### config.mk
export PLATFORM = sky130hd
export DESIGN_NAME = spi_master_flat
export DESIGN_NICKNAME = d
export VERILOG_FILES = /design/src/rtl/spi_pkg.sv /design/src/rtl/spi_master_if.sv /design/src/rtl/spi_master.sv /design/src/flat_wrapper.sv
export SDC_FILE = /design/constraint.sdc
export NUM_CORES = 1
export LEC_CHECK = 0
export ABC_AREA = 1
export CORE_ASPECT_RATIO = 1.75
export CORE_MARGIN = 2
export CORE_UTILIZATION = 35
export CTS_CLUSTER_SIZE = 30
export DETAILED_ROUTE_END_ITERATION = 10
export DONT_BUFFER_PORTS = 1
export PLACE_DENSITY = 0.49
export SYNTH_ARGS = -nofsm -noshare
export SYNTH_HDL_FRONTEND = slang
export SYNTH_SLANG_ARGS = --single-unit
### constraint.sdc
create_clock -name clk_in -period 1.6 [get_ports clk_in]
set_input_delay 0.32 -clock clk_in [delete_from_list [all_inputs] [get_ports clk_in]]
set_output_delay 0.32 -clock clk_in [all_outputs]
set_load 0.01 [all_outputs]
### src/rtl/spi_pkg.sv
// spi_pkg: shared state encoding and byte width for the SPI master
package spi_pkg;
  localparam int BYTE_W = 8;
  typedef enum logic [2:0] {IDLE, SHIFT, WAIT, HOLD, GAP} spi_state_t;
endpackage

### src/rtl/spi_master_if.sv
// spi_master_if: byte stream handshake plus SPI pins of the SPI master
interface spi_master_if;
  import spi_pkg::*;
  logic              byte_vld_in;
  logic [BYTE_W-1:0] byte_data_in;
  logic              byte_last_in;
  logic              byte_rdy_out;
  logic              busy_out;
  logic              frame_done_out;
  logic              spi_sclk_out;
  logic              spi_mosi_out;
  logic              spi_cs_n_out;
  modport master (
    output byte_vld_in, byte_data_in, byte_last_in,
    input  byte_rdy_out, busy_out, frame_done_out, spi_sclk_out, spi_mosi_out, spi_cs_n_out
  );
  modport slave (
    input  byte_vld_in, byte_data_in, byte_last_in,
    output byte_rdy_out, busy_out, frame_done_out, spi_sclk_out, spi_mosi_out, spi_cs_n_out
  );
endinterface

### src/rtl/spi_master.sv
// spi_master: mode-0 MSB-first SPI transmitter framing a valid/ready byte stream with CS_n
module spi_master
  import spi_pkg::*;
#(
  parameter int CLK_DIV = 4
) (
  input logic        clk_in,
  input logic        spi_rst_n,
  spi_master_if.slave bus
);
  localparam int HW = $clog2(CLK_DIV);
  localparam logic [HW-1:0] HMAX = HW'(CLK_DIV - 1);
  if (CLK_DIV < 2) begin : g_div_chk
    $error("spi_master: CLK_DIV must be at least 2");
  end
  spi_state_t        state_q, state_d;
  logic [HW-1:0]     half_q, half_d;
  logic [3:0]        phase_q, phase_d;
  logic [BYTE_W-1:0] shift_q, shift_d;
  logic              last_q, last_d;
  logic              sclk_q, sclk_d;
  logic              cs_n_q, cs_n_d;
  logic              done_q, done_d;
  logic              rdy, hs, half_end, last_phase;
  assign rdy        = (state_q == IDLE) || (state_q == WAIT);
  assign hs         = rdy && bus.byte_vld_in;
  assign half_end   = half_q == HMAX;
  assign last_phase = phase_q == 4'd15;
  always_ff @(posedge clk_in or negedge spi_rst_n) begin
    if (!spi_rst_n) begin
      state_q <= IDLE;
      half_q  <= '0;
      phase_q <= '0;
      shift_q <= '0;
      last_q  <= 1'b0;
      sclk_q  <= 1'b0;
      cs_n_q  <= 1'b1;
      done_q  <= 1'b0;
    end else begin
      state_q <= state_d;
      half_q  <= half_d;
      phase_q <= phase_d;
      shift_q <= shift_d;
      last_q  <= last_d;
      sclk_q  <= sclk_d;
      cs_n_q  <= cs_n_d;
      done_q  <= done_d;
    end
  end
  // MOSI is the shift register MSB: the final bit is not shifted out so WAIT holds it, GAP clears it
  always_comb begin
    state_d = state_q;
    half_d  = (state_q inside {SHIFT, HOLD, GAP}) && !half_end ? half_q + 1'b1 : '0;
    phase_d = phase_q;
    shift_d = shift_q;
    last_d  = last_q;
    sclk_d  = sclk_q;
    cs_n_d  = cs_n_q;
    done_d  = 1'b0;
    if (hs) begin
      state_d = SHIFT;
      shift_d = bus.byte_data_in;
      last_d  = bus.byte_last_in;
      cs_n_d  = 1'b0;
    end else if (half_end) begin
      case (state_q)
        SHIFT: begin
          phase_d = phase_q + 4'd1;
          sclk_d  = !last_phase && !sclk_q;
          shift_d = (phase_q[0] && !last_phase) ? {shift_q[BYTE_W-2:0], 1'b0} : shift_q;
          state_d = !last_phase ? SHIFT : last_q ? HOLD : WAIT;
        end
        HOLD: begin
          state_d = GAP;
          cs_n_d  = 1'b1;
          shift_d = '0;
        end
        GAP: begin
          state_d = IDLE;
          done_d  = 1'b1;
        end
        default: ;
      endcase
    end
  end
  assign bus.byte_rdy_out   = rdy;
  assign bus.busy_out       = state_q != IDLE;
  assign bus.frame_done_out = done_q;
  assign bus.spi_sclk_out   = sclk_q;
  assign bus.spi_mosi_out   = shift_q[BYTE_W-1];
  assign bus.spi_cs_n_out   = cs_n_q;
endmodule
### src/flat_wrapper.sv
// flat-port wrapper written by rule: the top's interface ports become plain ports
module spi_master_flat import spi_pkg::*;
#(
  parameter int CLK_DIV = 4
)
  (clk_in, spi_rst_n, bus_byte_vld_in, bus_byte_data_in, bus_byte_last_in, bus_byte_rdy_out, bus_busy_out, bus_frame_done_out, bus_spi_sclk_out, bus_spi_mosi_out, bus_spi_cs_n_out);
  spi_master_if bus_i ();
  input logic clk_in;
  input logic spi_rst_n;
  input wire logic [$bits(bus_i.byte_vld_in)-1:0] bus_byte_vld_in;
  input wire logic [$bits(bus_i.byte_data_in)-1:0] bus_byte_data_in;
  input wire logic [$bits(bus_i.byte_last_in)-1:0] bus_byte_last_in;
  output wire logic [$bits(bus_i.byte_rdy_out)-1:0] bus_byte_rdy_out;
  output wire logic [$bits(bus_i.busy_out)-1:0] bus_busy_out;
  output wire logic [$bits(bus_i.frame_done_out)-1:0] bus_frame_done_out;
  output wire logic [$bits(bus_i.spi_sclk_out)-1:0] bus_spi_sclk_out;
  output wire logic [$bits(bus_i.spi_mosi_out)-1:0] bus_spi_mosi_out;
  output wire logic [$bits(bus_i.spi_cs_n_out)-1:0] bus_spi_cs_n_out;
  assign bus_i.byte_vld_in = bus_byte_vld_in;
  assign bus_i.byte_data_in = bus_byte_data_in;
  assign bus_i.byte_last_in = bus_byte_last_in;
  assign bus_byte_rdy_out = bus_i.byte_rdy_out;
  assign bus_busy_out = bus_i.busy_out;
  assign bus_frame_done_out = bus_i.frame_done_out;
  assign bus_spi_sclk_out = bus_i.spi_sclk_out;
  assign bus_spi_mosi_out = bus_i.spi_mosi_out;
  assign bus_spi_cs_n_out = bus_i.spi_cs_n_out;
  spi_master #(.CLK_DIV(CLK_DIV)) u_core (.clk_in(clk_in), .spi_rst_n(spi_rst_n), .bus(bus_i));
endmodule
==> results of run 1 <==
-- power groups by stage --
stage                     Sequential [µW]  Clock [µW]  Combinational, µW
after floorplan                       541           0               4.59
after global placement                541           0             0.0934
after detailed placement              541           0             0.0934
after CTS                             530         366               13.2
after global routing                  530         394               14.9
final                                 530         357               12.1
-- registers in the layout (all words and copies together), names as in the netlist --
signal	cells
u_core.bus.spi_sclk_out	1
u_core.phase_q	4
u_core.half_q	2
u_core.bus.spi_cs_n_out	1
u_core.shift_q	8
u_core.last_q	1
u_core.state_q	3
u_core.bus.frame_done_out	1
-- per-stage QoR --
step	utilization	cell area, µm²	hold slack (ns)	setup WS [ns]	total power (µW)
finish	0.416	1290	0.167	0.0548	899
global route	0.416	1290	0.170	0.00263	940
CTS	0.412	1280	0.170	0.0157	910
detailed placement	0.390	1210	0.0251	0.144	541
global placement	0.390	1210	0.0250	0.182	541
floorplan	-	1140	0.0244	0.242	546
-- synth_stat cells --
| cell type | count |
|---|---|
| nand2_4 | 2 |
| xnor2_1 | 1 |
| dfrtp_1 | 20 |
| o21a_1 | 1 |
| nor2_4 | 1 |
| buf_6 | 1 |
| a21oi_1 | 2 |
| nor3_4 | 1 |
| nand3_1 | 16 |
| nand3_2 | 1 |
| nand2_2 | 3 |
| dfstp_2 | 1 |
| buf_2 | 1 |
| nand2_1 | 53 |
| ha_1 | 2 |
| o21ai_0 | 4 |
| inv_1 | 17 |
| nor2_2 | 1 |
| nand2_8 | 1 |
| xor2_1 | 2 |
| nor2_1 | 15 |
-- cell families after synthesis --
group,after synthesis
XOR/XNOR,3
adder cells (fa/ha/maj),2
AND/OR/NAND/NOR,94
AO/OA/AOI/OAI,7
buffers and inverters,19
flip-flops,21
-- timing repair --
action	CTS	global route
setup endpoints to repair	1	1
endpoints found under the hold margin	21	0
hold buffers	1	0
resized for setup	3	3
buffers inserted	1	1
pin swaps	1	0
-- worst max-delay path: stages (launching register included) --
cell and delay, ns:
dfrtp_2 0.44, nor2_4 0.14, nand2_2 0.11, nand2_4 0.12, buf_6 0.14
-- path summary, 6_finish.rpt --
path	slack [ns]	end	startpoint
max	0.05	bus_byte_rdy_out	u_core.state_q[1]
min	0.17	u_core.last_q	bus_byte_last_in
max reg2reg	0.18	u_core.shift_q[5]	u_core.state_q[1]
min reg2reg	0.44	u_core.half_q[0]	u_core.half_q[0]
max in group asynchronous	0.27	u_core.state_q[0]	spi_rst_n
min in group asynchronous	0.66	u_core.shift_q[3]	spi_rst_n
-- layout make-up --
class | instances | area, µm² | area share
clock buffer | 4 | 45.0 | 0.0348
inverter | 17 | 63.8 | 0.0493
multi-input combinational | 106 | 534 | 0.413
sequential | 21 | 531 | 0.410
tap | 43 | 53.8 | 0.0416
timing repair buffer | 8 | 66.3 | 0.0513
-- per-layer routing --
| metal | GRT usage | part of all wire | vias up |
|---|---|---|---|
| met4 | 0.0667 | 0.027 | 0 |
| li1 | - | - | 470 |
| met2 | 0.252 | 0.53 | 24 |
| met5 | 0 | 0 | - |
| met1 | 0.178 | 0.39 | 413 |
| met3 | 0.0250 | 0.051 | 7 |
==> results_dict.tcl, run 1 <==
set metrics [dict create \
    status "finished, final reports clean" \
    clock_sink_count 21 \
    die_outline_area_um2 3740 \
    grt.total_usage 0.150 \
    critical_path_required_ns 1.28 \
    worst_ep_arrival_time_ns 1.23 \
    synth-simple-area-share 0.388 \
    final_max_slew_viol_count 0 \
    peak_clock_frequency_supported_by_timing_mhz 647 \
    synth_top_cell_area_share 0.441 \
    die_w_um 47.1 \
    ys_top_cells_by_area "dfrtp_1, nand2_1, nand3_1" \
    drt.antenna.violating_nets 0 \
    dr.pass1.iters 4 \
    synth-compound-area-share 0.0330 \
    placement_rows 27 \
    io_pins 18 \
    setup_repair_after_global_routing_missed_its_margin "false" \
    gpl_wtd_cong 0.837 \
    grt_antenna_before_repair 0 \
    power.ir.vdd_worst_uv 405 \
    final_layout_size_suffix_gt1_frac 0.160 \
    ys.warnings.count 0 \
    fillerInstances 325 \
    num_vias 914 \
    synth_area_leader_cell "dfrtp_1" \
    yosys_register_bits 21 \
    core_region_area_um2 3110 \
    initial_core_utilization 0.366 \
    grt_first_pass_wirelength_um 4060 \
    synth_unique_cells 21 \
    pwr-share-clk 0.397 \
    cts_htree_levels 1 \
    cts-root-to-sink-buffers 2 \
    static-leakage-power_uw 0.000693 \
    area_growth_pct 13.9 \
    cts_inserted_buffers 3 \
    place.detailed.hpwl_um 1830 \
    synth-seq-area-share 0.464 \
    setup_tns_ns 0 \
    power.switching_uw 189 \
    layout_commonest_cell "nand2_1" \
    layout.cells.non_filler 199 \
    post_synth.cell_area_avg_um2 7.78 \
    setup.worst_path.end_class "output port" \
    power.share.switching 0.211 \
    cellInternalPower_uw 710 \
    maxCapViolCount 0 \
    tritoncts "yes" \
    clock_insertion_delay_worst_skew_ns 0.27 \
    reg2regPathDepth 8 \
    worstPathMaxFanout 8 \
    detail_route.wl_per_cell_um 12.0 \
    report.final.setup_viol 0 \
    layout_worst_path_cycle_share 0.966 \
    yosys.area_share.adder 0.0220 \
    grt_overflow_total 0 \
    worst_hold_path.num_cells 2 \
    worst_slew_pin_slew_ns 0.985 \
    first_global_vias 931 \
    mappedNetlistArea_um2 1140 \
    most-common-layout-cells "nand2_1, dfrtp_1, inv_1, nand3_1, nor2_1" \
    grt_start_max_net_pins 22 \
    postSynthNetCount 160 \
    first_iter_violations 20 \
    fin_skew_ns 0.00748 \
    placed_cells 192 \
    clkSlewWorstSetupHoldPaths_ns 0.08 \
    crit_type "flip-flop to output port" \
    finalCriticalPeriod_ns 1.55 \
    fin_nets 171 \
    share_of_the_synthesized_netlist_area_taken_by_xor_and_xnor_gates 0.0231 \
    synth_cells 146 \
    main_combinational_cell_family_by_area_after_synthesis "simple AND/OR/NAND/NOR gates" \
    port_buffers 0 \
    drt-vias-per-instance 4.59 \
    chipHeight_um 79.4 \
    power_density_nw_per_um2 695 \
    totalWireLength_um 2390 \
    post_synth_mux_area_share 0 \
    hold_path_class "input pin to flip-flop" \
    drc 0 \
    num_antenna_cells 0 \
    cts_root_buffer "clkbuf_8" \
    power.share.sequential 0.590 \
    gate_power_share 0.013 \
    hold_violations 0 \
    cp-start-kind "flip-flop" \
    max-slew-margin-rel 0.341 \
]
No activity file was read; power rests on OpenSTA's default activity.
==> inputs of run 2 (changes only) <==
==> constraint.sdc (replaced) <==
create_clock -name clk_in -period 1.6 [get_ports clk_in]
set_input_delay 0.24 -clock clk_in [delete_from_list [all_inputs] [get_ports clk_in]]
set_output_delay 0.24 -clock clk_in [all_outputs]
set_load 0.01 [all_outputs]
==> run 2 against run 1 <==
Against the previous run:
- maximum frequency increased by 0.80%
- largest power group unchanged
- final cell count down 1.0%
- sequential power about the same
- utilization is 0.85 points lower
- routed wire length is 3.4% lower
- clock power about the same
- sequential cell count unchanged
- register-to-register slack worse by 0.03 ns
- sequential share of layout area grew 0.65 points
==> results_dict.tcl, run 2 (synthesis results as in run 1) <==
set metrics [dict create \
    status "finished, final reports clean" \
    die_outline_area_um2 3740 \
    hold_violations 0 \
    port_buffers 0 \
    most-common-layout-cells "nand2_1, dfrtp_1, inv_1" \
    grt.total_usage 0.148 \
    fin_skew_ns 0.00759 \
    first_global_vias 919 \
    grt_overflow_total 0 \
    fillerInstances 329 \
    hold_path_class "input pin to flip-flop" \
    detail_route.wl_per_cell_um 11.7 \
    clock_sink_count 21 \
    power.share.sequential 0.590 \
    cp-start-kind "flip-flop" \
    cts-root-to-sink-buffers 2 \
    layout_worst_path_cycle_share 0.958 \
    num_vias 911 \
    io_pins 18 \
    pwr-share-clk 0.397 \
    cts_root_buffer "clkbuf_8" \
    tritoncts "yes" \
    fin_nets 169 \
    drc 0 \
    chipHeight_um 79.4 \
    power.ir.vdd_worst_uv 408 \
    clkSlewWorstSetupHoldPaths_ns 0.08 \
    max-slew-margin-rel 0.353 \
    critical_path_required_ns 1.36 \
    setup_tns_ns 0 \
    peak_clock_frequency_supported_by_timing_mhz 652 \
    biggestRegsByFlops "u_core.shift_q x8, u_core.phase_q x4, u_core.state_q x3" \
    area.sequential_um2 528 \
    worst_slew_pin_slew_ns 0.967 \
    static-leakage-power_uw 0.000684 \
    finalCriticalPeriod_ns 1.53 \
    multi_input_gate_area_in_the_final_layout_um2 529 \
    maxCapViolCount 0 \
    area_growth_pct 11.6 \
    grt-busiest-layer "met2" \
    worst_ep_arrival_time_ns 1.29 \
    power_density_nw_per_um2 709 \
    setup.worst_path.end_class "output port" \
    core_region_area_um2 3110 \
    power.share.switching 0.211 \
    grt_antenna_before_repair 0 \
    drt.antenna.violating_nets 0 \
    dr.pass1.iters 4 \
    grt_first_pass_wirelength_um 3990 \
    report.final.setup_viol 0 \
    cellInternalPower_uw 710 \
    initial_core_utilization 0.366 \
    cts_inserted_buffers 3 \
    placement_rows 27 \
    die_w_um 47.1 \
    grt_start_max_net_pins 22 \
    globalRouteMet2Util 0.247 \
    hold_ws_ns 0.0877 \
    final_layout_size_suffix_gt1_frac 0.130 \
    first_iter_violations 16 \
    clock_insertion_delay_worst_skew_ns 0.27 \
    gate_power_share 0.013 \
    totalWireLength_um 2310 \
    layout_commonest_cell "nand2_1" \
    drt-vias-per-instance 4.62 \
    final_max_slew_viol_count 0 \
    grt_use_met1 0.176 \
    grt.met3_usage 0.0250 \
    num_antenna_cells 0 \
    number_of_flip_flops_in_the_largest_register 8 \
    place.detailed.hpwl_um 1830 \
    report.power.total_uw 899 \
    crit_type "flip-flop to output port" \
    power.switching_uw 189 \
    cts_htree_levels 1 \
    postLayoutCellArea_um2 1270 \
    gpl_wtd_cong 0.837 \
    post_dp_cell_area_um2 1210 \
    setup_repair_after_global_routing_missed_its_margin "false" \
    largest-register "u_core.shift_q" \
    worstPathMaxFanout 8 \
    cts.repair_timing.setup_buffer_count 0 \
]
==> run 2: layer usage <==
metal	vias up	share of wire
li1	467	-
met1	411	0.38
met2	26	0.54
met3	7	0.053
met4	0	0.029
met5	-	0
==> run 2: through the flow <==
step	setup WS, ns	utilization	std cells
after floorplan	0.242	-	146
after global placement	0.182	0.390	192
after detailed placement	0.144	0.390	192
after CTS	0.0472	0.407	197
after global routing	0.00543	0.408	197
final	0.0670	0.408	197
==> run 2: power by group through the flow <==
stage          Clock, µW  Combinational (µW)  Sequential (µW)
3_5_place_dp           0              0.0934              541
2_1_floorplan          0                4.59              541
3_3_place_gp           0              0.0934              541
5_1_grt              396                14.9              530
6_report             357                11.9              530
4_1_cts              366                13.2              530
==> run 2: cell type report <==
type,instances,share of cell area
multi-input combinational,106,0.418
sequential,21,0.417
inverter,17,0.0503
tap,43,0.0424
timing repair buffer,6,0.0375
clock buffer,4,0.0355
==> run 2: critical path, cell delays in order (launching register included) <==
cell	delay (ns)
dfrtp_1	0.45
nor2_2	0.16
nand2_2	0.12
nand2_4	0.12
buf_4	0.17
==> run 2: path summary, 6_finish.rpt <==
check                                        from                 to  slack [ns]  cells after the start
worst min-delay path             bus_byte_last_in      u_core.last_q        0.09                      2
worst max register to register  u_core.state_q[1]  u_core.shift_q[5]        0.15                      8
worst min register to register   u_core.half_q[0]   u_core.half_q[0]        0.44                      1
max in group asynchronous               spi_rst_n  u_core.state_q[0]        0.37                      1
worst max-delay path            u_core.state_q[1]   bus_byte_rdy_out        0.07                      4
min in group asynchronous               spi_rst_n  u_core.shift_q[3]        0.57                      1
==> run 2: repair_timing <==
item	in CTS	in global routing
hold endpoints to repair	21	0
setup endpoints to repair	0	1
gates resized for setup	0	1
hold buffers	1	0
==> inputs of run 3 (changes only) <==
--- a/config.mk
+++ b/config.mk
@@ -7,12 +7,12 @@
 export LEC_CHECK = 0
 export ABC_AREA = 1
 export CORE_ASPECT_RATIO = 1.75
-export CORE_MARGIN = 2
 export CORE_UTILIZATION = 35
 export CTS_CLUSTER_SIZE = 30
 export DETAILED_ROUTE_END_ITERATION = 10
 export DONT_BUFFER_PORTS = 1
 export PLACE_DENSITY = 0.49
+export SETUP_SLACK_MARGIN = 0.4
 export SYNTH_ARGS = -nofsm -noshare
 export SYNTH_HDL_FRONTEND = slang
 export SYNTH_SLANG_ARGS = --single-unit
==> run 3 against run 2 <==
Against the previous run:
- sequential share of layout area decreased by 5.8 points
- worst setup slack better by 0.16 ns
- via count increased by 8.3%
- routed wire length up 24%
- critical endpoint is now u_core.shift_q[7]
- largest cell class unchanged
- highest routed layer unchanged
==> results_dict.tcl, run 3 (synthesis results as in run 1) <==
set metrics [dict create \
    clock_sink_count 21 \
    grt_use_met1 0.184 \
    fin_skew_ns 0.00478 \
    power.share.sequential 0.598 \
    pwr-share-clk 0.388 \
    grt.met3_usage 0.0279 \
    biggestRegsByFlops "u_core.shift_q x8, u_core.phase_q x4, u_core.state_q x3" \
    power_density_nw_per_um2 599 \
    chipHeight_um 77.4 \
    fillerInstances 321 \
    critPathTopFamily "simple AND/OR/NAND/NOR gates" \
    placement_rows 27 \
    gpl_wtd_cong 0.850 \
    hp-start "bus_byte_data_in[0]" \
    most-common-layout-cells "nand2_1, dfrtp_1, nand3_1" \
    static-leakage-power_uw 0.000763 \
    setup.worst_path.end_class "flip-flop" \
    io_pins 18 \
    report.final.setup_viol 0 \
    finalCriticalPeriod_ns 1.37 \
    number_of_flip_flops_in_the_largest_register 8 \
    worstReg2RegEnd "u_core.shift_q[7]" \
    final_layout_size_suffix_gt1_frac 0.270 \
    grt-busiest-layer "met2" \
    multi_input_gate_area_in_the_final_layout_um2 674 \
    drt.antenna.violating_nets 0 \
    totalWireLength_um 2870 \
    hold_path_class "input pin to flip-flop" \
    port_buffers 0 \
    crit_path_buf_inv_count 0 \
    dr.pass1.iters 4 \
    maxCapViolCount 0 \
    cts_htree_levels 1 \
    first_global_vias 1039 \
    drc 0 \
    max-slew-margin-rel 0.367 \
    worst_slew_pin_slew_ns 0.949 \
    setup_repair_after_global_routing_missed_its_margin "true" \
    grt_first_pass_wirelength_um 4530 \
    tritoncts "yes" \
    critical-path-top-cell-by-count "nand2_8" \
    status "finished, final reports clean" \
    clock_insertion_delay_worst_skew_ns 0.26 \
    report.power.total_uw 887 \
    preCtsSetupSlack_ns 0.137 \
    grt_antenna_before_repair 0 \
    die_outline_area_um2 3490 \
    fin_nets 178 \
    initial_core_utilization 0.366 \
    setup.worst_path.start "u_core.state_q[1]" \
    power.switching_uw 181 \
    worst_hold_path.num_cells 2 \
    crit_type "flip-flop to flip-flop" \
    cellInternalPower_uw 706 \
    die_w_um 45.1 \
    grt.total_usage 0.179 \
    cts_root_buffer "clkbuf_8" \
    peak_clock_frequency_supported_by_timing_mhz 728 \
    hold_violations 0 \
    worst_ep_arrival_time_ns 1.52 \
    slowest_delay_ns 0.45 \
    clkSlewWorstSetupHoldPaths_ns 0.08 \
    layout_commonest_cell "nand2_1" \
    cts_inserted_buffers 3 \
    core_region_area_um2 3110 \
    setup_tns_ns 0 \
    area_growth_pct 30.4 \
    cts-root-to-sink-buffers 2 \
    regToRegSetupSlack_ns 0.23 \
    layout_worst_path_cycle_share 0.859 \
    first_iter_violations 17 \
    worstPathMaxFanout 8 \
    area.sequential_um2 531 \
    grt_overflow_total 0 \
    hold_ws_ns 0.0978 \
    worstPathCellList "nor2_4, nand2_4, nand2_8, nand2_8, nand2_8, nand2_8, nand2_1, nand2_1" \
    cp-start-kind "flip-flop" \
    post_dp_cell_area_um2 1220 \
    crit-reg2reg-launch "u_core.state_q[1]" \
    power.ir.vdd_worst_uv 581 \
    globalRouteMet2Util 0.319 \
    detail_route.wl_per_cell_um 13.9 \
    place.detailed.hpwl_um 2030 \
    critical_path_required_ns 1.74 \
    min_delay_worst_endpoint "u_core.shift_q[0]" \
    setup_slack_ns 0.226 \
    reg2regPathDepth 8 \
    final_max_slew_viol_count 0 \
    power.share.switching 0.204 \
    grt_start_max_net_pins 22 \
    postLayoutCellArea_um2 1480 \
    gate_power_share 0.014 \
    drt-vias-per-instance 4.79 \
    num_antenna_cells 0 \
    worst_path_max_delay_cell "dfrtp_2" \
    num_vias 987 \
    largest-register "u_core.shift_q" \
]
run 3: how the worst max path moves through the flow:
stage	end	cells after the start
2_1_floorplan	u_core.shift_q[1]	9
3_3_place_gp	u_core.phase_q[3]	5
3_5_place_dp	u_core.phase_q[3]	5
4_1_cts	u_core.shift_q[7]	8
5_1_grt	u_core.shift_q[7]	8
6_report	u_core.shift_q[7]	8
run 3: power groups by stage:
stage	Combinational, µW	Clock (µW)	Sequential, µW
after global routing	15.4	380	530
after global placement	0.0934	0	541
after detailed placement	0.0934	0	541
after floorplan	4.59	0	541
final	12.6	344	530
after CTS	13.1	356	530
run 3: through the flow:
step | util | std cells
after global routing | 0.477 | 206
final | 0.477 | 206
after floorplan | - | 146
after detailed placement | 0.393 | 188
after CTS | 0.434 | 198
after global placement | 0.393 | 188
run 3: routing by layer:
layer | wire length (µm) | vias to the layer above
met5 | 0 | -
met4 | 93 | 0
met3 | 78 | 8
met2 | 1690 | 22
met1 | 1010 | 469
li1 | - | 488
run 3: worst reg2reg max path, delay by kind of cell, from the launching register on:
| family | cells | cell delay, ns |
|---|---|---|
| DFF | 1 | 0.45 |
| and+or+nand+nor | 8 | 0.83 |
run 3: layout make-up:
class,instances,area share
clock inverter,1,0.00338
sequential,21,0.358
multi-input combinational,108,0.455
clock buffer,3,0.0279
tap,43,0.0363
timing repair buffer,13,0.0693
inverter,17,0.0498
run 3: timing repair:
action | 4_1_cts | 5_1_grt
buffers inserted | 4 | 7
gates cloned | 1 | 1
endpoints found under the setup margin | 20 | 41
hold buffers | 1 | 0
pin swaps | 5 | 7
endpoints found under the hold margin | 21 | 0
resized for setup | 11 | 18
